`src/rtl/dca_register_file.sv`:
```
// DCA register file: decodes CLUT colour writes into a small FIFO toward the CLUT RAM
// and holds shadow display-control registers that are committed to the active outputs on apply.
module dca_register_file #(
  parameter int unit_index = 0
) (
  input  logic        clk,
  input  logic        reset,
  input  logic [6:0]  register_adr,
  input  logic [23:0] register_data,
  input  logic        register_write,
  input  logic        apply,
  output logic        clut_we,
  output logic [7:0]  clut_addr,
  output logic [23:0] clut_data,
  input  logic        clut_ack,
  output logic [3:0]  icm,
  output logic [3:0]  transparency_ctrl,
  output logic [23:0] transparent_color,
  output logic [23:0] mask_color,
  output logic        clut_overflow
);

  localparam int FIFO_DEPTH = 4;

  logic [1:0]  bank_q, bank_d;
  logic [3:0]  icm_shadow_q, icm_shadow_d;
  logic [3:0]  tc_shadow_q, tc_shadow_d;
  logic [23:0] tcol_shadow_q, tcol_shadow_d;
  logic [23:0] mask_shadow_q, mask_shadow_d;

  logic [3:0]  icm_q, tc_q;
  logic [23:0] tcol_q, mask_q;
  logic        overflow_q, overflow_d;

  logic [31:0] fifo_mem_q [FIFO_DEPTH];
  logic [1:0]  wr_ptr_q, wr_ptr_d;
  logic [1:0]  rd_ptr_q, rd_ptr_d;
  logic [2:0]  count_q, count_d;

  logic        push_req;
  logic        pop;
  logic        push_ok;
  logic [3:0]  icm_field;

  // The ICM nibble this instance owns inside the 0x40 word.
  generate
    if (unit_index == 0) begin : g_plane_a
      assign icm_field = register_data[3:0];
    end else begin : g_plane_b
      assign icm_field = register_data[11:8];
    end
  endgenerate

  assign push_req = register_write && !register_adr[6];
  assign pop      = (count_q != 3'd0) && clut_ack;
  // A full FIFO can still take a push when the head leaves in the same cycle.
  assign push_ok  = push_req && ((count_q != 3'd4) || pop);

  always_comb begin
    bank_d        = bank_q;
    icm_shadow_d  = icm_shadow_q;
    tc_shadow_d   = tc_shadow_q;
    tcol_shadow_d = tcol_shadow_q;
    mask_shadow_d = mask_shadow_q;
    if (register_write) begin
      case (register_adr)
        7'h40:   icm_shadow_d  = icm_field;
        7'h41:   tc_shadow_d   = register_data[3:0];
        7'h43:   bank_d        = register_data[1:0];
        7'h47:   tcol_shadow_d = register_data;
        7'h49:   mask_shadow_d = register_data;
        default: ;
      endcase
    end
  end

  always_comb begin
    wr_ptr_d   = wr_ptr_q;
    rd_ptr_d   = rd_ptr_q;
    count_d    = count_q;
    overflow_d = overflow_q;
    if (push_ok) begin
      wr_ptr_d = wr_ptr_q + 2'd1;
    end
    if (pop) begin
      rd_ptr_d = rd_ptr_q + 2'd1;
    end
    case ({push_ok, pop})
      2'b10:   count_d = count_q + 3'd1;
      2'b01:   count_d = count_q - 3'd1;
      default: count_d = count_q;
    endcase
    if (push_req && !push_ok) begin
      overflow_d = 1'b1;
    end
  end

  always_ff @(posedge clk) begin
    if (reset) begin
      bank_q        <= 2'd0;
      icm_shadow_q  <= 4'd0;
      tc_shadow_q   <= 4'd0;
      tcol_shadow_q <= 24'd0;
      mask_shadow_q <= 24'd0;
      icm_q         <= 4'd0;
      tc_q          <= 4'd0;
      tcol_q        <= 24'd0;
      mask_q        <= 24'd0;
      overflow_q    <= 1'b0;
      wr_ptr_q      <= 2'd0;
      rd_ptr_q      <= 2'd0;
      count_q       <= 3'd0;
    end else begin
      bank_q        <= bank_d;
      icm_shadow_q  <= icm_shadow_d;
      tc_shadow_q   <= tc_shadow_d;
      tcol_shadow_q <= tcol_shadow_d;
      mask_shadow_q <= mask_shadow_d;
      // Committing the next-state shadows lets a same-cycle write win over apply.
      if (apply) begin
        icm_q  <= icm_shadow_d;
        tc_q   <= tc_shadow_d;
        tcol_q <= tcol_shadow_d;
        mask_q <= mask_shadow_d;
      end
      overflow_q    <= overflow_d;
      wr_ptr_q      <= wr_ptr_d;
      rd_ptr_q      <= rd_ptr_d;
      count_q       <= count_d;
    end
  end

  genvar gi;
  generate
    for (gi = 0; gi < FIFO_DEPTH; gi++) begin : g_fifo_entry
      always_ff @(posedge clk) begin
        if (push_ok && (wr_ptr_q == 2'(gi))) begin
          fifo_mem_q[gi] <= {bank_q, register_adr[5:0], register_data};
        end
      end
    end
  endgenerate

  assign clut_we           = (count_q != 3'd0);
  assign clut_addr         = fifo_mem_q[rd_ptr_q][31:24];
  assign clut_data         = fifo_mem_q[rd_ptr_q][23:0];
  assign icm               = icm_q;
  assign transparency_ctrl = tc_q;
  assign transparent_color = tcol_q;
  assign mask_color        = mask_q;
  assign clut_overflow     = overflow_q;

endmodule

```
`config.mk`:
```
export PLATFORM = sky130hd
export DESIGN_NAME = dca_register_file
export DESIGN_NICKNAME = d
export VERILOG_FILES = /design/src/rtl/dca_register_file.sv
export SDC_FILE = /design/constraint.sdc
export NUM_CORES = 1
export LEC_CHECK = 0
export CAP_MARGIN = 20
export CORE_ASPECT_RATIO = 0.6
export CORE_MARGIN = 10
export CORE_UTILIZATION = 40
export CTS_BUF_LIST = sky130_fd_sc_hd__clkbuf_16
export CTS_CLUSTER_SIZE = 14
export DETAILED_ROUTE_END_ITERATION = 8
export PLACE_DENSITY = 0.69
export SETUP_SLACK_MARGIN = 0.5
export SYNTH_ARGS = -nofsm -noshare
export SYNTH_HDL_FRONTEND = slang
export SYNTH_SLANG_ARGS = --single-unit
```
`constraint.sdc`:
```
create_clock -name clk -period 2.2 [get_ports clk]
set_input_delay 0.44 -clock clk [delete_from_list [all_inputs] [get_ports clk]]
set_output_delay 0.44 -clock clk [all_outputs]
set_load 0.02 [all_outputs]
```
==> Word-level counts from Yosys, hierarchy flattened <==
Memory sizes are Yosys's and may differ from the RTL's. A register that Yosys moved wholly into a read port is not among the register bits.
Index checks and enable logic that the tools add are counted.
{ "totals": {"register_bits": 122, "mem_bits_rw": 128, "input_bits": 36, "output_inout_bits": 90, "elab_cells": 75, "memories": 1} }
{ "mem_list": {"columns": ["name", "depth", "word_bits", "read_ports", "rd_ports_with_merged_regs", "wr", "line", "rtl"], "rows": [
  ["fifo_mem_q", 4, 32, 1, 1, 1, "35", "logic [31:0] fifo_mem_q [FIFO_DEPTH];"]
]} }
{ "op_classes": {"n_addsub": 4, "n_eq_ne": 11, "muxes": 28, "n_reduce_logical": 18} }
{ "ops": {"columns": ["op", "n"], "rows": [
  ["2-to-1 mux 24 bit", 4],
  ["2-to-1 mux 32 bit", 3],
  ["OR reduction 32 bit", 3],
  ["== test 7 bit (second input constant)", 5],
  ["2-to-1 mux 4 bit", 4],
  ["2-to-1 mux 1 bit", 11],
  ["2-to-1 mux 2 bit", 5],
  ["logical AND 1 bit", 8],
  ["== test 2 bit (second input constant)", 3],
  ["one-hot mux 3 bit (2 select lines)", 1],
  ["adder 2 x 1 -> 2 bit (second input constant)", 2],
  ["== test 2 x 1 -> 1 bit (second input constant)", 2],
  ["adder 3 x 1 -> 3 bit (second input constant)", 1],
  ["inequality test 3 bit (second input constant)", 1],
  ["nonzero test 3 bit", 1],
  ["subtractor 3 x 1 -> 3 bit (second input constant)", 1],
  ["logical NOT 1 bit", 2],
  ["logical NOT 2 bit", 1],
  ["AND reduction 2 bit", 1],
  ["nonzero test 2 bit", 1],
  ["logical OR 1 bit", 1]
]} }

==> Longest topological paths before layout <==
{ "logic_depth": {"ltp_word": 11, "ltp_mapped": 7} }

==> Worst setup path after synthesis <==
No wires, ideal clock.
{ "synth_path": {"path_type": "input -> register", "start": "in register_adr[6]", "end": "mem fifo_mem_q[1][0], enable pin", "setup_time_ps": 392, "arrival_ps": 1810, "required_ps": 1808, "setup_slack_ps": -2, "stages": 4, "cell_sequence": "nand2b_1 -> buf_2 -> nor2_1 -> and2_1"} }
{ "synth_between": {"elab_chain_len": 10, "elab_cells_between_ends": 24} }
{ "synth_rtl": {"columns": ["item", "line", "rtl"], "rows": [
  ["start, declared", "8", "input logic [6:0] register_adr,"],
  ["logical NOT 1 bit *", "54", "assign push_req = register_write && !register_adr[6];"],
  ["logical AND 1 bit *", "54", null],
  ["logical AND 1 bit *", "57", "assign push_ok = push_req && ((count_q != 3'd4) || pop);"],
  ["logical AND 1 bit", "137", "if (push_ok && (wr_ptr_q == 2'(gi))) begin"],
  ["2-to-1 mux 1 bit", "137", null],
  ["2-to-1 mux 1 bit (implied by the code)", "138", "fifo_mem_q[gi] <= {bank_q, register_adr[5:0], register_data};"],
  ["OR reduction 32 bit (no line)", null, null],
  ["2-to-1 mux 2 bit (no line) / 2-to-1 mux 1 bit (equally long branches) (3 in series)", null, null],
  ["end, declared", "35", null]
]} }
Mark *: on every way between the ends. The rest lies on a longest branch, timed or not.

==> flow_metrics.py <==
metrics = {
    "timing": {
        "rsz0062_at_grt": "true",
        "worst_pin_slew_ns": 0.5601,
        "fmax_mhz": 444.7,
        "hold_viol_final": 0,
        "setup_viol": 22,
        "maxSlewHeadroom_pct": 62.66,
        "skew_ns": 0.01134,
        "finalCritPeriodShare_pct": 102.2,
        "post-route-min-period_ns": 2.249,
        "worst_slack_ns": -0.04877,
        "finalMaxSlewViolations": 0,
    },
    "floorplan": {
        "start_util_pct": 40.96,
        "die_x_um": 214.5,
        "die_h_um": 136.7,
        "coreArea_mm2": 0.02218,
        "fp-row-count": 42,
        "dieArea_mm2": 0.02933,
        "io_pins": 126,
    },
    "cells_and_area": {
        "seqCellArea_mm2": 0.006342,
        "fin_area_mm2": 0.01202,
        "n_fill_cell": 1832,
        "multiInputGateArea_mm2": 0.002750,
        "diodes": 0,
        "drive_above_1_share_pct": 23.57,
        "area_growth_pct": 32.35,
        "nets": 810,
        "instances_no_fill": 1093,
    },
    "worst_setup_path": {
        "required_ns": 1.76,
        "endpoint_kind": "output port",
        "cp_data_arrival_time_ns": 1.81,
        "r2r_cells": 5,
        "startpoint_type": "register",
        "r2r_end": "count_q[2]",
        "r2r_setup_slack_ns": 0.45,
        "critPathMaxFanout": 12,
        "r2r-start": "count_q[1]",
        "critPathKind": "reg -> out",
    },
    "logic_synthesis": {
        "yosys_register_bits": 252,
        "synth_nets": 653,
        "synth_area_leader_cell": "edfxtp_1",
        "postSynthCellCount": 612,
        "synth_warnings": 0,
        "ys_top_cells_by_area": "edfxtp_1 (42%), dfxtp_1 (27%), mux4_2 (7.9%)",
        "yosysSeqAreaShare_pct": 69.65,
        "synthesis.area_mm2": 0.009082,
        "ys_types": 36,
        "syn_area_per_cell_um2": 14.84,
        "synth_top_area_share_pct": 42.32,
    },
    "detailed_routing": {
        "drt_first_pass_iters": 5,
        "num_vias": 5597,
        "vias_per_cell": 5.121,
        "drc": 0,
        "drtAntennaViolNets": 0,
        "drtIter0Drc": 403,
        "drt_wl_total_um": 22620,
        "routedWlPerCell_um": 20.69,
    },
    "global_routing": {
        "antenna_found_initial": 0,
        "grt_pass1_vias": 5719,
        "grt_pass1_wl_um": 34450,
        "grtUsageTotal_pct": 14.99,
        "gr-total-overflow": 0,
        "grt_max_degree": 49,
    },
    "power": {
        "p_int_w": 0.007681,
        "p_clk_share_pct": 38.6,
        "power_leakage_nw": 4.607,
        "powerDensity_mw_per_mm2": 824.9,
        "peakVddDrop_v": 0.0006151,
        "pwr-share-seq_pct": 51.4,
        "switchingPower_w": 0.002234,
        "combPwrFrac_pct": 9.9,
        "fin_total_pwr_w": 0.009915,
        "sw_frac_of_total_pct": 22.53,
    },
    "status": {
        "outcome": "complete, but fails checks",
        "violations": "negative setup slack",
    },
    "placed_design": {
        "io_buffers": 125,
        "pre_cts_slack_ns": -0.1632,
        "dp.cells": 1038,
        "gp_congestion": 0.7736,
        "dp_hpwl_um": 14400,
        "dpl_cell_area_mm2": 0.01096,
    },
    "cts": {
        "root_buffer": "clkbuf_16",
        "clkSinkCount": 252,
        "clk_path_buf_depth": 3,
        "cts_max_level": 1,
        "clk_pin_slew_ns": 0.07,
        "holdBufCountCts": 0,
        "cts_inserted_buffers": 23,
        "insertion_delay_ns": 0.50,
        "cts_tree": "yes",
    },
    "worst_hold_path": {
        "whs_endpoint": "fifo_mem_q[3][29]",
        "hp-start": "register_adr[5]",
        "hp-class": "in -> reg",
        "hold_depth": 1,
    },
    "job": {
        "cap_violations": 0,
    },
}
flip-flops by register name, indices dropped and copies added (netlist names), 3 cells and up, named ones only:
signal and cells:
count_q 3, fifo_mem_q 128, icm 4, icm_shadow_q 4
mask_color 24, mask_shadow_q 24, tc_shadow_q 4, tcol_shadow_q 24
transparency_ctrl 4, transparent_color 24
synthesized netlist by cell type (all sizes together):
| cell | number |
|---|---|
| edfxtp | 128 |
| nor2 | 126 |
| dfxtp | 124 |
| mux2i | 60 |
| a211oi | 56 |
| mux4 | 32 |
| clkbuf | 28 |
| buf | 11 |
| inv | 6 |
| nand2 | 5 |
| and2 | 4 |
| ha | 4 |
| a21oi | 3 |
| nand3 | 3 |
| nand4 | 2 |
| o21ai | 2 |
| o31a | 2 |
| xnor2 | 2 |
| xor2 | 2 |
| a2111oi | 1 |
| a211o | 1 |
| a31o | 1 |
| a31oi | 1 |
| and4bb | 1 |
| fa | 1 |
| nand2b | 1 |
| nand4b | 1 |
| nor3b | 1 |
| nor4b | 1 |
| or3 | 1 |
| or4 | 1 |
timing repair:
item                       CTS  global route
setup endpoints to repair  282           198
resized for setup          259            58
gates cloned                 3             1
pin swaps                    3             6
setup buffers               10             0
worst max path at each step:
| stage | startpoint | end | slack (ns) | cells past startpoint |
|---|---|---|---|---|
| 3_3_place_gp | clut_ack | count_q[2] | -0.10 | 6 |
| 4_1_cts | register | clut_data[21] | -0.08 | 3 |
| 6_report | register | clut_data[21] | -0.05 | 3 |
| 5_1_grt | register | clut_data[21] | -0.11 | 3 |
| 3_5_place_dp | register_adr[5] | transparent_color[10] | -0.16 | 6 |
| 2_1_floorplan | register_adr[6] | fifo_mem_q[0][0] | 0.35 | 4 |
metrics by stage:
| step | hold slack [ns] | setup TNS [ns] | util [%] |
|---|---|---|---|
| global route | 0.3664 | -2.333 | 54.20 |
| floorplan | 0.4564 | 0 | - |
| detailed placement | 0.4791 | -12.10 | 49.41 |
| global placement | 0.4685 | -1.556 | 49.41 |
| CTS | 0.3580 | -1.457 | 53.23 |
| finish | 0.3679 | -0.5623 | 54.20 |
cells by family after synthesis:
| logic type | after synthesis | synth area share (%) |
|---|---|---|
| buf+inv | 45 | 2.438 |
| simple gates | 147 | 6.750 |
| mux | 92 | 14.55 |
| xor+xnor | 4 | 0.3858 |
| compound gates | 67 | 5.455 |
| flops | 252 | 69.65 |
| fa+ha+maj | 5 | 0.7715 |
metal layers:
layer  global-route usage (%)  routed length [um]  up-vias
met1                    20.01               10430     2843
met4                    2.705                 284        0
met5                        0                   0        -
met3                    4.144                1378       25
li1                         -                   -     2580
met2                    24.33               10520      149
worst max-delay path, stage by stage (launching register included):
cell and delay, ns:
dfxtp_4 0.39, buf_12 0.17, mux4_2 0.57, buf_6 0.16
power groups by stage:
stage | Combinational [W] | Clock, W | Sequential [W]
2_1_floorplan | 0.000418 | 0 | 0.00525
3_3_place_gp | 0.000941 | 0 | 0.00520
3_5_place_dp | 0.000960 | 0 | 0.00521
4_1_cts | 0.000960 | 0.00390 | 0.00510
5_1_grt | 0.00105 | 0.00408 | 0.00511
6_report | 0.000983 | 0.00383 | 0.00510
layout make-up:
type / instances / area share (%)
flip-flops and latches: 252 / 52.76
clock inverters: 17 / 0.9889
clock buffers: 24 / 4.996
repair buffers: 171 / 14.98
multi-input cells: 315 / 22.88
well taps: 308 / 3.206
inverters: 6 / 0.1874
cells in the final DEF (no fill, tap or decap), drive strengths merged, types with 3 or more instances in the layout:
cell             n
edfxtp         128
nand3            3
and2             4
inv             17
dfxtp          124
buf             80
dlygate4sd2     50
mux4            32
nor2           126
mux2i           60
ha               4
clkdlybuf4s50   24
clkbuf          29
clkinv           4
clkdlybuf4s15   11
a21oi            3
nand2            5
a211oi          56
Power figures use the tool's default switching activity.
